--- config.mk ---
export PLATFORM = sky130hd
export DESIGN_NAME = cb_config_loader
export DESIGN_NICKNAME = d
export VERILOG_FILES = /design/src/rtl/cb_cfg_pkg.sv /design/src/rtl/cb_track_checker.sv /design/src/rtl/cb_config_loader.sv
export SDC_FILE = /design/constraint.sdc
export NUM_CORES = 1
export LEC_CHECK = 0
export BUFFER_PORTS_ARGS = -buffer_cell sky130_fd_sc_hd__buf_2
export CAP_MARGIN = 10
export CORE_MARGIN = 2
export CORE_UTILIZATION = 40
export CTS_CLUSTER_DIAMETER = 30
export DETAILED_ROUTE_END_ITERATION = 10
export HOLD_SLACK_MARGIN = 0.06
export PLACE_DENSITY = 0.62
export SLEW_MARGIN = 20
export SYNTH_ARGS = -nofsm -noshare
export SYNTH_HDL_FRONTEND = slang
export SYNTH_SLANG_ARGS = --single-unit
--- constraint.sdc ---
create_clock -name clk -period 12.8 [get_ports clk]
set_input_delay 1.92 -clock clk [delete_from_list [all_inputs] [get_ports clk]]
set_output_delay 1.92 -clock clk [all_outputs]
set_load 0.02 [all_outputs]
--- src/rtl/cb_cfg_pkg.sv ---
// Shared types and index helpers for the connection-block configuration loader.
package cb_cfg_pkg;

  typedef enum logic [2:0] {
    ST_IDLE   = 3'd0,
    ST_LOAD   = 3'd1,
    ST_CHECK  = 3'd2,
    ST_COMMIT = 3'd3,
    ST_ERROR  = 3'd4
  } state_e;

  // Number of IN_W-bit words needed to carry cfg_bits bits (rounded up).
  function automatic int calc_nwords(input int cfg_bits, input int in_w);
    return (cfg_bits + in_w - 1) / in_w;
  endfunction

  // Position of the enable that connects data output i to track j. Output
  // enables sit above the DATAIN*W input enables, one W-bit group per output.
  function automatic int out_sel_bit(input int i, input int j, input int w, input int datain);
    return j + i * w + datain * w;
  endfunction

endpackage

--- src/rtl/cb_track_checker.sv ---
// Combinational contention check for one routing track: flags the track when
// more than one data output is enabled onto it.
module cb_track_checker
  import cb_cfg_pkg::*;
#(
  parameter int W       = 16,
  parameter int DATAIN  = 3,
  parameter int DATAOUT = 2
) (
  input  logic [W*(DATAIN+DATAOUT)-1:0] shadow_i,
  input  logic [$clog2(W)-1:0]          track_i,
  output logic                          contention_o
);

  localparam int CFG_BITS = W * (DATAIN + DATAOUT);
  localparam int IDX_W    = $clog2(CFG_BITS);
  localparam int CNT_W    = $clog2(DATAOUT + 1);

  logic [CNT_W-1:0] drv_cnt;
  logic [IDX_W-1:0] bit_idx;

  // Count the output drivers enabled onto the selected track.
  always_comb begin
    drv_cnt = '0;
    bit_idx = '0;
    for (int i = 0; i < DATAOUT; i++) begin
      bit_idx = IDX_W'(out_sel_bit(i, int'(track_i), W, DATAIN));
      drv_cnt = drv_cnt + CNT_W'(shadow_i[bit_idx]);
    end
    contention_o = (drv_cnt > CNT_W'(1));
  end

endmodule

--- src/rtl/cb_config_loader.sv ---
// Configuration loader for a data connection block. Streams the switch-enable
// vector into a shadow register, scans every track for multiple output
// drivers, and only then copies the shadow onto the live c bus in one edge.
//
//   state     | meaning
//   ----------+-----------------------------------------------------------
//   ST_IDLE   | waiting for start; c holds the last committed vector
//   ST_LOAD   | accepting configuration words into the shadow register
//   ST_CHECK  | examining one track per cycle for output contention
//   ST_COMMIT | copying the shadow to c; done pulses on the following cycle
//   ST_ERROR  | contention found; err sticky until the next start
module cb_config_loader
  import cb_cfg_pkg::*;
#(
  parameter int W       = 16,
  parameter int DATAIN  = 3,
  parameter int DATAOUT = 2,
  parameter int IN_W    = 8
) (
  input  logic                          clk,
  input  logic                          rst,
  input  logic                          start,
  input  logic                          abort,
  input  logic                          cfg_valid,
  output logic                          cfg_ready,
  input  logic [IN_W-1:0]               cfg_data,
  output logic [W*(DATAIN+DATAOUT)-1:0] c,
  output logic                          busy,
  output logic                          done,
  output logic                          err,
  output logic [$clog2(W)-1:0]          err_track
);

  localparam int CFG_BITS = W * (DATAIN + DATAOUT);
  localparam int NWORDS   = calc_nwords(CFG_BITS, IN_W);
  localparam int WC_W     = $clog2(NWORDS);
  localparam int TW       = $clog2(W);
  localparam int SB_W     = $clog2(CFG_BITS);

  state_e              state_q;
  logic [WC_W-1:0]     wcnt_q;
  logic [TW-1:0]       tcnt_q;
  logic [CFG_BITS-1:0] shadow_q;
  logic [CFG_BITS-1:0] shadow_d;
  logic [CFG_BITS-1:0] c_q;
  logic                done_q;
  logic                err_q;
  logic [TW-1:0]       err_track_q;
  logic                contention;

  cb_track_checker #(
    .W       (W),
    .DATAIN  (DATAIN),
    .DATAOUT (DATAOUT)
  ) u_track_checker (
    .shadow_i     (shadow_q),
    .track_i      (tcnt_q),
    .contention_o (contention)
  );

  // Shadow write: an accepted word lands at its word slot; bits past the
  // end of the vector are dropped, and a word that coincides with abort is lost.
  always_comb begin
    shadow_d = shadow_q;
    if (state_q == ST_LOAD && cfg_valid && !abort) begin
      for (int b = 0; b < IN_W; b++) begin
        if ((int'(wcnt_q) * IN_W + b) < CFG_BITS)
          shadow_d[SB_W'(int'(wcnt_q) * IN_W + b)] = cfg_data[b];
      end
    end
  end

  // Sequencer: state, counters, shadow, live vector and registered flags.
  always_ff @(posedge clk or posedge rst) begin
    if (rst) begin
      state_q     <= ST_IDLE;
      wcnt_q      <= '0;
      tcnt_q      <= '0;
      shadow_q    <= '0;
      c_q         <= '0;
      done_q      <= 1'b0;
      err_q       <= 1'b0;
      err_track_q <= '0;
    end else begin
      shadow_q <= shadow_d;
      done_q   <= 1'b0;
      case (state_q)
        ST_IDLE: begin
          if (start) begin
            state_q <= ST_LOAD;
            wcnt_q  <= '0;
          end
        end
        ST_LOAD: begin
          if (abort) begin
            state_q <= ST_IDLE;
          end else if (cfg_valid) begin
            if (wcnt_q == WC_W'(NWORDS - 1)) begin
              state_q <= ST_CHECK;
              tcnt_q  <= '0;
            end else begin
              wcnt_q <= wcnt_q + 1'b1;
            end
          end
        end
        ST_CHECK: begin
          if (abort) begin
            state_q <= ST_IDLE;
          end else if (contention) begin
            state_q     <= ST_ERROR;
            err_q       <= 1'b1;
            err_track_q <= tcnt_q;
          end else if (tcnt_q == TW'(W - 1)) begin
            state_q <= ST_COMMIT;
          end else begin
            tcnt_q <= tcnt_q + 1'b1;
          end
        end
        ST_COMMIT: begin
          c_q     <= shadow_q;
          done_q  <= 1'b1;
          state_q <= ST_IDLE;
        end
        ST_ERROR: begin
          if (start) begin
            state_q     <= ST_LOAD;
            wcnt_q      <= '0;
            err_q       <= 1'b0;
            err_track_q <= '0;
          end
        end
        default: state_q <= ST_IDLE;
      endcase
    end
  end

  assign cfg_ready = (state_q == ST_LOAD);
  assign busy      = (state_q == ST_LOAD) || (state_q == ST_CHECK) || (state_q == ST_COMMIT);
  assign c         = c_q;
  assign done      = done_q;
  assign err       = err_q;
  assign err_track = err_track_q;

endmodule

## Word-level counts from Yosys, hierarchy flattened

Cells that the tools add are included.

| storage, ports and cells | value |
|---|---|
| flip-flop bits (word level) | 177 |
| word-level logic and storage cells | 160 |

| cells by class | value |
|---|---|
| reduce and logical (&&, ||, !) cells | 22 |
| equality and inequality tests | 19 |
| $lt $le $gt $ge | 27 |
| add/sub/neg operators | 13 |
| mux-type cells | 71 |

Operators by type and width:

| kind | number |
|---|---|
| 2-to-1 mux 80 bit | 15 |
| bitwise mux 80 bit | 8 |
| < comparator 32 x 8 -> 1 bit (second input constant) | 7 |
| < comparator 7 x 9 -> 1 bit (second input constant) | 8 |
| greater-or-equal comparator 7 x 1 -> 1 bit (second input constant) | 8 |
| demux 1 bit (select 7 bit) | 7 |
| 2-to-1 mux 4 bit | 12 |
| adder 7 x 3 -> 8 bit (second input constant) | 4 |
| case mux 4 bit (2 select lines) | 3 |
| 2-to-1 mux 3 bit | 7 |
| adder 7 x 2 -> 8 bit (second input constant) | 2 |
| < comparator 7 x 8 -> 1 bit (second input constant) | 2 |
| inequality test 2 bit (second input constant) | 8 |
| binary-select mux 1 bit (select 7 bit) | 2 |
| 2-to-1 mux 1 bit | 14 |
| logical AND 1 bit | 10 |
| case mux 3 bit (3 select lines) | 1 |
| adder 4 x 1 -> 4 bit (second input constant) | 2 |
| adder 7 x 1 -> 8 bit (second input constant) | 1 |
| equality test 4 bit (second input constant) | 2 |
| AND reduction 4 bit | 2 |
| adder 4 x 6 -> 7 bit (second input constant) | 1 |
| adder 7 bit (second input constant) | 1 |
| < comparator 7 bit (second input constant) | 1 |
| other kinds (19) | 24 |

## Depth between registers and ports, before layout

Gate-level depths: netlist (run 1).

| logic depth | value |
|---|---|
| depth after elaboration | 27 |
| depth in mapped cells | 8 |
| depth with buffers taken out | 8 |

## Cells and area by module

Synthesis (run 1) repeated with hierarchy kept, for this count alone.

| unflattened totals | value |
|---|---|
| cells, all modules | 653 |
| area, all modules | 7,085.5 um^2 |

Modules (own cells, without submodules):

| module | times used | area each (um^2) | sequential area each (um^2) | cells each |
|---|---|---|---|---|
| cb_config_loader | 1 | 6,845.3 | 4,429.2 | 617 |
| cb_track_checker | 1 | 240.2 | 0.0 | 36 |

## Worst setup path after synthesis (run 1)

OpenSTA, ideal clock, no wires.

| path | value |
|---|---|
| path kind | in2reg |
| start point | input cfg_valid |
| end point | register tcnt_q[3] |
| slack | 9,745 ps |
| path buffers | 0 |
| stages | 6 |
| arrival | 2,936 ps |
| cell sequence | and4b_2 nand2_1 a211oi_2 nand4_1 o21a_1 o21a_1 |

| on the way | value |
|---|---|
| word-level cells in the longest chain between the ends | 2 |

RTL lines:

| what | RTL line | RTL |
|---|---|---|
| start: declaration | cb_config_loader.sv:24 | `input logic cfg_valid,` |
| inequality test 2 bit (no line) | n/a |  |
| AND reduction 7 bit (no line) | n/a |  |
| end signal: assignment | cb_config_loader.sv:116 | `tcnt_q <= tcnt_q + 1'b1;` |
| end: declaration | cb_config_loader.sv:42 | `logic [TW-1:0] tcnt_q;` |

Every way passes these cells.
A chain may end at the register's enable or synchronous reset.

## Worst setup path after layout (run 1)

| path | value |
|---|---|
| start point | register state_q[2] |
| end point | output cfg_ready |

| on the way | value |
|---|---|
| word-level cells in the longest chain between the ends | 1 |

RTL lines:

| what | RTL line | RTL |
|---|---|---|
| start: declaration | cb_config_loader.sv:40 | `state_e state_q;` |
| start signal: assignment | cb_config_loader.sv:76 | `state_q <= ST_IDLE;` |
| start signal: assignment | cb_config_loader.sv:90 | `state_q <= ST_LOAD;` |
| start signal: assignment | cb_config_loader.sv:96 | `state_q <= ST_IDLE;` |
| equality test 3 x 1 -> 1 bit | cb_config_loader.sv:137 | `assign cfg_ready = (state_q == ST_LOAD);` |
| end: declaration | cb_config_loader.sv:25 | `output logic cfg_ready,` |

Every way passes these cells.

==> flow_summary.json, run 1 <==
{
  "ys_seq_elements": 177,
  "drv_slew": 0,
  "vdd_drop_max_mv": 0.111,
  "relSlewSlack_pct": 39.3,
  "rsz0062_at_grt": "no",
  "cp-start-kind": "flip-flop",
  "grt_pass1_wl_um": 24500,
  "dieArea_um2": 18800,
  "drc": 0,
  "die_w_um": 137,
  "min_path_type": "reg2reg",
  "worstSetupEndpointType": "output pin",
  "setup_viol": 0,
  "worst_slew_pin_slew_ps": 911,
  "crit_start": "state_q[2]",
  "critPathRequiredTime_ps": 10880,
  "layout_commonest_cell": "nand2_1",
  "place_area_um2": 7720,
  "via_count": 4620,
  "async_flop_share_pct": 100,
  "multiInputGateArea_um2": 2450,
  "swShare_pct": 26.3,
  "synth-edff-count": 0,
  "fin_skew_ps": 9.48,
  "cts_tree": "done",
  "syn_nets": 664,
  "final_core_util_pct": 48.5,
  "fin_tns_setup_ps": 0,
  "drtAntennaViolNets": 0,
  "p_switching_uw": 405,
  "clock_insertion_delay_worst_skew_ps": 430,
  "p_leak_uw": 0.00464,
  "wire_per_inst_um": 15.7,
  "ys_seq_area_share_pct": 62.6,
  "place_congestion": 0.792,
  "postCtsResizedCells": 0,
  "path_clk_slew_ps": 70,
  "path_class": "reg2out",
  "cts.htree.levels": 4,
  "postSynthAreaPerCell_um2": 11.0,
  "netlist_area_um2": 7080,
  "fillers": 1569,
  "drt_iter0_markers": 293,
  "postCtsHoldBufs": 0,
  "overflow": 0,
  "routed_wl_um": 15200,
  "drive_gt1_share_pct": 27.9,
  "hpwl_um": 10200,
  "period_share_pct": 27.3,
  "viasPerCell": 4.77,
  "numCtsBuffers": 17,
  "r2r-start": "state_q[2]",
  "synth.distinct_cells": 44,
  "coreArea_um2": 17300,
  "final_cell_area_um2": 8390,
  "power_density_nw_per_um2": 183,
  "first_pass_iters": 4,
  "internal-power_uw": 1130,
  "grt_max_degree": 105,
  "start_util_pct": 40.9,
  "finalHoldViolations": 0,
  "cp.arrival_ps": 1570,
  "min_from": "shadow_q[76]",
  "grt_pass1_vias": 4693,
  "final_cell_mix": "nand2_1, dfrtp_1, buf_2",
  "post_cts_buffers": 0,
  "power_frac_comb_pct": 14.8,
  "io_buffers": 100,
  "cts.sinks": 177,
  "fin_crit_ps": 3490,
  "n_antenna_cell": 0,
  "antenna_found_initial": 0,
  "cts_root_buffer": "clkbuf_16",
  "rows": 48,
  "max_clock_freq_ghz": 0.286,
  "grt_util_all_layers_pct": 17.3,
  "cp_max_fo": 7,
  "area.sequential_um2": 4430,
  "die_h_um": 137,
  "clock_power_share_pct": 37.1,
  "max_cap_viol_count": 0,
  "synth-main-ff-cell": "dfrtp_1",
  "status": "finished, final reports clean",
  "nNetsFinal": 748,
  "p_seq_share_pct": 48.0,
  "clockBufferDepth": 2,
  "netlist_instances": 646,
  "ys_warn_count": 0,
  "io_pins": 101,
  "syn2layout_area_growth_pct": 18.5
}
-- cell type report --
| type | instances | share of cell area, % |
|---|---|---|
| repair buffers | 103 | 6.24 |
| clock inverters | 12 | 2.45 |
| clock buffers | 20 | 5.45 |
| well taps | 225 | 3.36 |
| inverters | 9 | 0.463 |
| flip-flops and latches | 177 | 52.8 |
| multi-input cells | 422 | 29.2 |
-- worst paths after layout --
kind | end | slack, ps | depth (start not counted)
worst min register to register | shadow_q[76] | 410 | 0
worst max-delay path | cfg_ready | 9310 | 3
min in group asynchronous | done | 1690 | 2
max in group asynchronous | shadow_q[49] | 9630 | 3
worst min-delay path | shadow_q[76] | 410 | 0
worst max register to register | shadow_q[28] | 10440 | 5
-- stage by stage --
step           total power (uW)  worst slack [ps]  hold WS (ps)  instances
2_1_floorplan               909              6080           433        646
3_3_place_gp                963              9170           392        936
3_5_place_dp                976              9070           394        936
4_1_cts                    1550              9290           411        968
5_1_grt                    1610              9250           416        968
6_report                   1540              9310           406        968
-- Yosys cell counts (2+ instances only) --
cell type	count	area share, %
o22ai_1	2	0.18
o21a_1	2	0.21
inv_1	7	0.37
nand2_2	4	0.35
nor3_1	2	0.14
nor2_1	4	0.21
o21ai_0	19	1.3
mux2_4	28	5.9
clkbuf_1	30	1.6
nand3_1	12	0.85
o221ai_1	2	0.25
nand3b_1	5	0.53
buf_6	2	0.32
buf_1	3	0.16
nand4b_1	4	0.49
dfrtp_1	177	63
ha_1	5	0.88
nand2_8	4	1.1
nor3b_1	2	0.21
a21oi_1	8	0.57
nand4_1	5	0.44
buf_2	2	0.14
mux2_2	28	4.5
nand2_1	269	14
-- cells by family after synthesis --
kind of cell | after synthesis | synth area share [%]
AND/OR/NAND/NOR | 320 | 19.7
AO/OA/AOI/OAI | 40 | 3.46
multiplexers | 57 | 10.5
flip-flops | 177 | 62.6
adder cells (fa/ha/maj) | 5 | 0.884
buffers and inverters | 47 | 2.79
-- routing by layer --
metal | track usage [%] | vias up | wire length (um)
met1 | 23.5 | 2232 | 7240
met5 | 0 | - | 0
li1 | - | 2272 | -
met2 | 26.8 | 92 | 7010
met3 | 3.96 | 24 | 658
met4 | 6.82 | 0 | 304
-- registers in the layout, indices dropped and copies added (netlist names) --
| name | flops |
|---|---|
| shadow_q | 80 |
| err_track | 4 |
| state_q | 3 |
| tcnt_q | 4 |
| err | 1 |
| wcnt_q | 4 |
| done | 1 |
| c | 80 |
-- power by group through the flow --
stage	sequential (uW)	combinational [uW]	clock, uW
floorplan	724	186	0
global placement	743	220	0
detailed placement	746	230	0
CTS	737	231	582
global route	753	250	604
finish	738	228	571
-- critical path, stage by stage, from the launching register on --
cell and delay, ps:
dfrtp_1 460, or3b_4 440, clkinv_1 80, buf_2 160
(Power assumes the default switching activity.)
==> inputs of run 2 (changes only) <==
--- a/config.mk
+++ b/config.mk
@@ -5,6 +5,7 @@
 export SDC_FILE = /design/constraint.sdc
 export NUM_CORES = 1
 export LEC_CHECK = 0
+export ABC_AREA = 1
 export BUFFER_PORTS_ARGS = -buffer_cell sky130_fd_sc_hd__buf_2
 export CAP_MARGIN = 10
 export CORE_MARGIN = 2
==> constraint.sdc (replaced) <==
create_clock -name clk -period 3.4 [get_ports clk]
set_input_delay 0.51 -clock clk [delete_from_list [all_inputs] [get_ports clk]]
set_output_delay 0.51 -clock clk [all_outputs]
set_load 0.02 [all_outputs]
==> flow_summary.json, run 2 <==
{
  "r2r_cells": 11,
  "dieArea_um2": 18700,
  "rows": 48,
  "fin_skew_ps": 8.90,
  "synthTopCellsByArea": "dfrtp_1, nand2_1, o21ai_0, nand3_1, inv_1",
  "postCtsResizedCells": 0,
  "netlist_instances": 757,
  "power_density_nw_per_um2": 807,
  "cts_root_buffer": "clkbuf_16",
  "grt_max_degree": 81,
  "viasPerCell": 4.72,
  "rsz0062_at_grt": "no",
  "worstSetupEndpointType": "output pin",
  "postSynthAreaPerCell_um2": 9.33,
  "max_clock_freq_ghz": 0.513,
  "cts.htree.levels": 4,
  "postCtsHoldBufs": 0,
  "layout_commonest_cell": "nand2_1",
  "synth_top_area_share_pct": 62.7,
  "syn2layout_area_growth_pct": 17.0,
  "fin_tns_setup_ps": 0,
  "clockBufferDepth": 2,
  "synth_common_cells": "nand2_1, dfrtp_1, o21ai_0",
  "ys_seq_elements": 177,
  "finalHoldViolations": 0,
  "grt_pass1_vias": 4844,
  "first_pass_iters": 5,
  "final_core_util_pct": 47.8,
  "synth.distinct_cells": 25,
  "post_cts_buffers": 0,
  "via_count": 5076,
  "crit_start": "state_q[2]",
  "drc": 0,
  "setup_viol": 0,
  "syn_nets": 775,
  "place_congestion": 0.832,
  "synth-edff-count": 0,
  "relSlewSlack_pct": 39.9,
  "netlist_area_um2": 7060,
  "start_util_pct": 40.8,
  "post-synth-top-count-cell": "nand2_1",
  "io_buffers": 100,
  "cts.sinks": 177,
  "synth_top_area_cell": "dfrtp_1",
  "async_flop_share_pct": 100,
  "wire_per_inst_um": 14.5,
  "grt_pass1_wl_um": 25200,
  "antenna_found_initial": 0,
  "drv_slew": 0,
  "r2r-end": "err",
  "grt_util_all_layers_pct": 17.6,
  "die_w_um": 137,
  "period_share_pct": 57.4,
  "drtAntennaViolNets": 0,
  "max_cap_viol_count": 0,
  "final_cell_mix": "nand2_1, dfrtp_1, buf_2",
  "cp.arrival_ps": 1440,
  "drive_gt1_share_pct": 18.4,
  "worst_slew_pin_slew_ps": 902,
  "ys_warn_count": 0,
  "die_h_um": 137,
  "drt_iter0_markers": 435,
  "critPathRequiredTime_ps": 2890,
  "hpwl_um": 10200,
  "min_path_type": "in2async",
  "nNetsFinal": 857,
  "fin_crit_ps": 1950,
  "synth-main-ff-cell": "dfrtp_1",
  "ys_seq_area_share_pct": 62.7,
  "cts_tree": "done",
  "status": "finished, final reports clean",
  "path_clk_slew_ps": 60,
  "path_class": "reg2out",
  "n_antenna_cell": 0,
  "overflow": 0,
  "cp_max_fo": 6,
  "io_pins": 101,
  "coreArea_um2": 17300,
  "routed_wl_um": 15600,
  "clock_insertion_delay_worst_skew_ps": 420,
  "cp-start-kind": "flip-flop",
  "p_leak_uw": 0.00449,
  "r2r-start": "tcnt_q[1]",
  "numCtsBuffers": 17,
  "worst-r2r-setup-slack_ps": 1590,
  "vdd_drop_max_mv": 0.377
}
## run 2: cell types whose count changed after synthesis, moves of 6 or more
cell      change
nand3_1      +16
o21ai_0      +40
mux2_4       -28
o21ai_1      +17
clkbuf_1      -6
mux2_2       -28
nand2_1      +90
nor2_1       +13
buf_2        +10
inv_1        +20
a21oi_1       -8
## run 2: routing by layer
layer | up-vias | track usage [%] | part of all wire (%)
li1 | 2537 | - | -
met1 | 2429 | 25.5 | 50
met2 | 101 | 26.4 | 45
met3 | 9 | 3.96 | 4.0
met4 | 0 | 5.33 | 1.1
met5 | - | 0 | 0
## run 2: report_power, final
part | switching (uW) | internal [uW]
combinational | 1210 | 590
clock | 784 | 1040
sequential | 374 | 2670
## run 2: cell type report
class                           instances  area [um^2]
Clock buffer                           22          464
Clock inverter                          9         85.1
Fill cell                            1696         9030
Inverter                               29          113
Multi-Input combinational cell        508         2310
Sequential cell                       177         4430
Tap cell                              225          282
Timing Repair Buffer                  106          583
## run 2: worst max path at each step
stage | endpoint | slack, ps | cells after the start
final | cfg_ready | 1450 | 4
after floorplan | c[0] | 620 | 1
after global routing | cfg_ready | 1370 | 4
after detailed placement | shadow_q[44] | 1590 | 7
after global placement | shadow_q[46] | 1620 | 7
after CTS | cfg_ready | 1420 | 4
## run 2: logic make-up (layout without fill, tap and decap cells)
family	Yosys count	count (layout)	synth area share [%]
AOI/OAI and AO/OA	78	78	5.86
adders and majority gates	5	5	0.886
xor gates and xnor gates	2	2	0.248
buffers and inverters	72	166	4.64
and+or+nand+nor	423	423	25.6
DFF	177	177	62.7
## run 2: through the flow
step	instances	power (uW)	hold slack [ps]	setup WS [ps]	cell area (um^2)
2_1_floorplan	757	4310	442	623	7070
3_3_place_gp	1045	4860	393	1620	7720
3_5_place_dp	1045	4910	393	1590	7720
4_1_cts	1076	6750	271	1420	8270
5_1_grt	1076	7110	315	1370	8270
6_report	1076	6670	255	1450	8270
## run 2: worst max-delay path, stage by stage (launching register included)
cell and delay, ps:
dfrtp_1 430, inv_1 140, nand3_4 120, inv_2 150, buf_2 190
==> inputs of run 3 (changes only) <==
--- a/config.mk
+++ b/config.mk
@@ -13,7 +13,7 @@
 export CTS_CLUSTER_DIAMETER = 30
 export DETAILED_ROUTE_END_ITERATION = 10
 export HOLD_SLACK_MARGIN = 0.06
-export PLACE_DENSITY = 0.62
+export PLACE_DENSITY = 0.64
 export SLEW_MARGIN = 20
 export SYNTH_ARGS = -nofsm -noshare
 export SYNTH_HDL_FRONTEND = slang
==> constraint.sdc (replaced) <==
create_clock -name clk -period 1.6 [get_ports clk]
set_input_delay 0.24 -clock clk [delete_from_list [all_inputs] [get_ports clk]]
set_output_delay 0.24 -clock clk [all_outputs]
set_load 0.02 [all_outputs]
==> flow_summary.json, run 3 (synthesized netlist as in run 2, its figures left out) <==
{
  "status": "finished, final reports clean",
  "grt_max_degree": 53,
  "final_core_util_pct": 51.0,
  "die_h_um": 137,
  "wire_per_inst_um": 14.7,
  "io_pins": 101,
  "internal-power_uw": 9760,
  "critPathBufInv": 2,
  "grt_pass1_vias": 4916,
  "cp_slowest_stage_delay_ps": 440,
  "fin_tns_setup_ps": 0,
  "p_seq_share_pct": 42.7,
  "nNetsFinal": 888,
  "vdd_drop_max_mv": 0.891,
  "min_path_type": "in2reg",
  "drv_slew": 0,
  "swShare_pct": 35.5,
  "worstSetupEndpointType": "output pin",
  "cts.htree.levels": 4,
  "path_cells": "nor2_2 -> buf_4 -> nor2_1 -> buf_2",
  "slowest_stage": "dfrtp_2",
  "power_frac_comb_pct": 29.6,
  "rows": 48,
  "clockBufferDepth": 2,
  "start_util_pct": 40.8,
  "cp-start-kind": "flip-flop",
  "cts_root_buffer": "clkbuf_16",
  "via_count": 5311,
  "drive_gt1_share_pct": 25.6,
  "finalHoldViolations": 0,
  "fin_skew_ps": 10.0,
  "routed_wl_um": 16300,
  "viasPerCell": 4.79,
  "relSlewSlack_pct": 67.9,
  "grt_util_all_layers_pct": 18.0,
  "drtAntennaViolNets": 0,
  "met1_usage_pct": 26.3,
  "syn2layout_area_growth_pct": 24.9,
  "p_switching_uw": 5380,
  "top_usage_layer": "met2",
  "max_cap_viol_count": 0,
  "worst_slew_pin_slew_ps": 482,
  "final_cell_mix": "nand2_1, dfrtp_1, buf_2",
  "die_w_um": 137,
  "path_clk_slew_ps": 60,
  "multiInputGateArea_um2": 2500,
  "antenna_found_initial": 0,
  "hold_slack_ps": 98.0,
  "rsz0062_at_grt": "yes",
  "first_pass_iters": 7,
  "setup_ws_ps": 5.31,
  "fin_crit_ps": 1590,
  "overflow": 0,
  "layout_commonest_cell": "nand2_1",
  "coreArea_um2": 17300,
  "grt_pass1_wl_um": 25800,
  "fillers": 1617,
  "cts.sinks": 177,
  "critPathRequiredTime_ps": 1360,
  "p_leak_uw": 0.00473,
  "dieArea_um2": 18700,
  "max_clock_freq_ghz": 0.627,
  "cts_tree": "done",
  "drc": 0,
  "hpwl_um": 10700,
  "use_met3_pct": 4.52,
  "preCtsSetupSlack_ps": -59.4,
  "use_met2_pct": 26.8,
  "power.total_uw": 15100,
  "setup_viol": 0,
  "numCtsBuffers": 17,
  "path_class": "reg2out",
  "crit_family": "flip-flops",
  "area.sequential_um2": 4430,
  "cp.arrival_ps": 1350,
  "power_density_nw_per_um2": 1720,
  "io_buffers": 100,
  "drt_iter0_markers": 385,
  "clock_power_share_pct": 27.7,
  "clock_insertion_delay_worst_skew_ps": 430,
  "n_antenna_cell": 0,
  "place_congestion": 0.821,
  "period_share_pct": 99.7,
  "cp_max_fo": 4
}
-- run 3: cell count changes in the layout (fill, tap and decap cells not counted), sizes merged --
cell and delta:
dlygate4sd3 +1, bufinv +1, nand4 +1, inv +4, clkinv -2, clkbuf -2, buf +29
-- run 3: cell type report --
type | count | share of cell area, %
sequential | 177 | 50.3
tap | 225 | 3.19
clock buffer | 20 | 5.18
inverter | 29 | 1.43
multi-input combinational | 509 | 28.3
clock inverter | 12 | 1.63
timing repair buffer | 136 | 9.96
-- run 3: final timing paths --
check | slack, ps | end | from | depth (start not counted)
max reg2reg | 50 | tcnt_q[0] | tcnt_q[1] | 10
min reg2reg | 410 | shadow_q[69] | shadow_q[69] | 0
min in group asynchronous | 320 | shadow_q[64] | rst | 3
min | 100 | state_q[2] | start | 3
max | 5 | busy | state_q[0] | 4
max in group asynchronous | 710 | tcnt_q[0] | rst | 4
-- run 3: layer usage --
| layer | wire [um] | up-vias |
|---|---|---|
| li1 | - | 2610 |
| met1 | 7680 | 2565 |
| met2 | 7680 | 125 |
| met3 | 788 | 11 |
| met4 | 148 | 0 |
| met5 | 0 | - |
-- run 3: power groups by stage --
stage          clock [uW]  combinational, uW  sequential, uW
6_report             4190               4480            6460
5_1_grt              4450               5040            6610
4_1_cts              4280               4240            6440
3_5_place_dp            0               4110            6520
3_3_place_gp            0               4040            6490
2_1_floorplan           0               2050            7120
-- run 3: what timing repair did --
action / 4_1_cts / 5_1_grt
resized for setup: 7 / 55
gates cloned: 0 / 1
hold buffers: 1 / 0
buffers inserted: 5 / 10
endpoints found under the hold margin: 31 / 0
endpoints found under the setup margin: 8 / 58
pin swaps: 0 / 23
-- run 3: worst min-delay path: stages --
cell	delay (ps)
buf_2	90
or2_2	110
nand2_1	40
-- run 3: metrics by stage --
step,std cells,area (um^2)
floorplan,757,7070
global placement,1059,7860
detailed placement,1059,7860
CTS,1097,8530
global route,1108,8820
finish,1108,8820
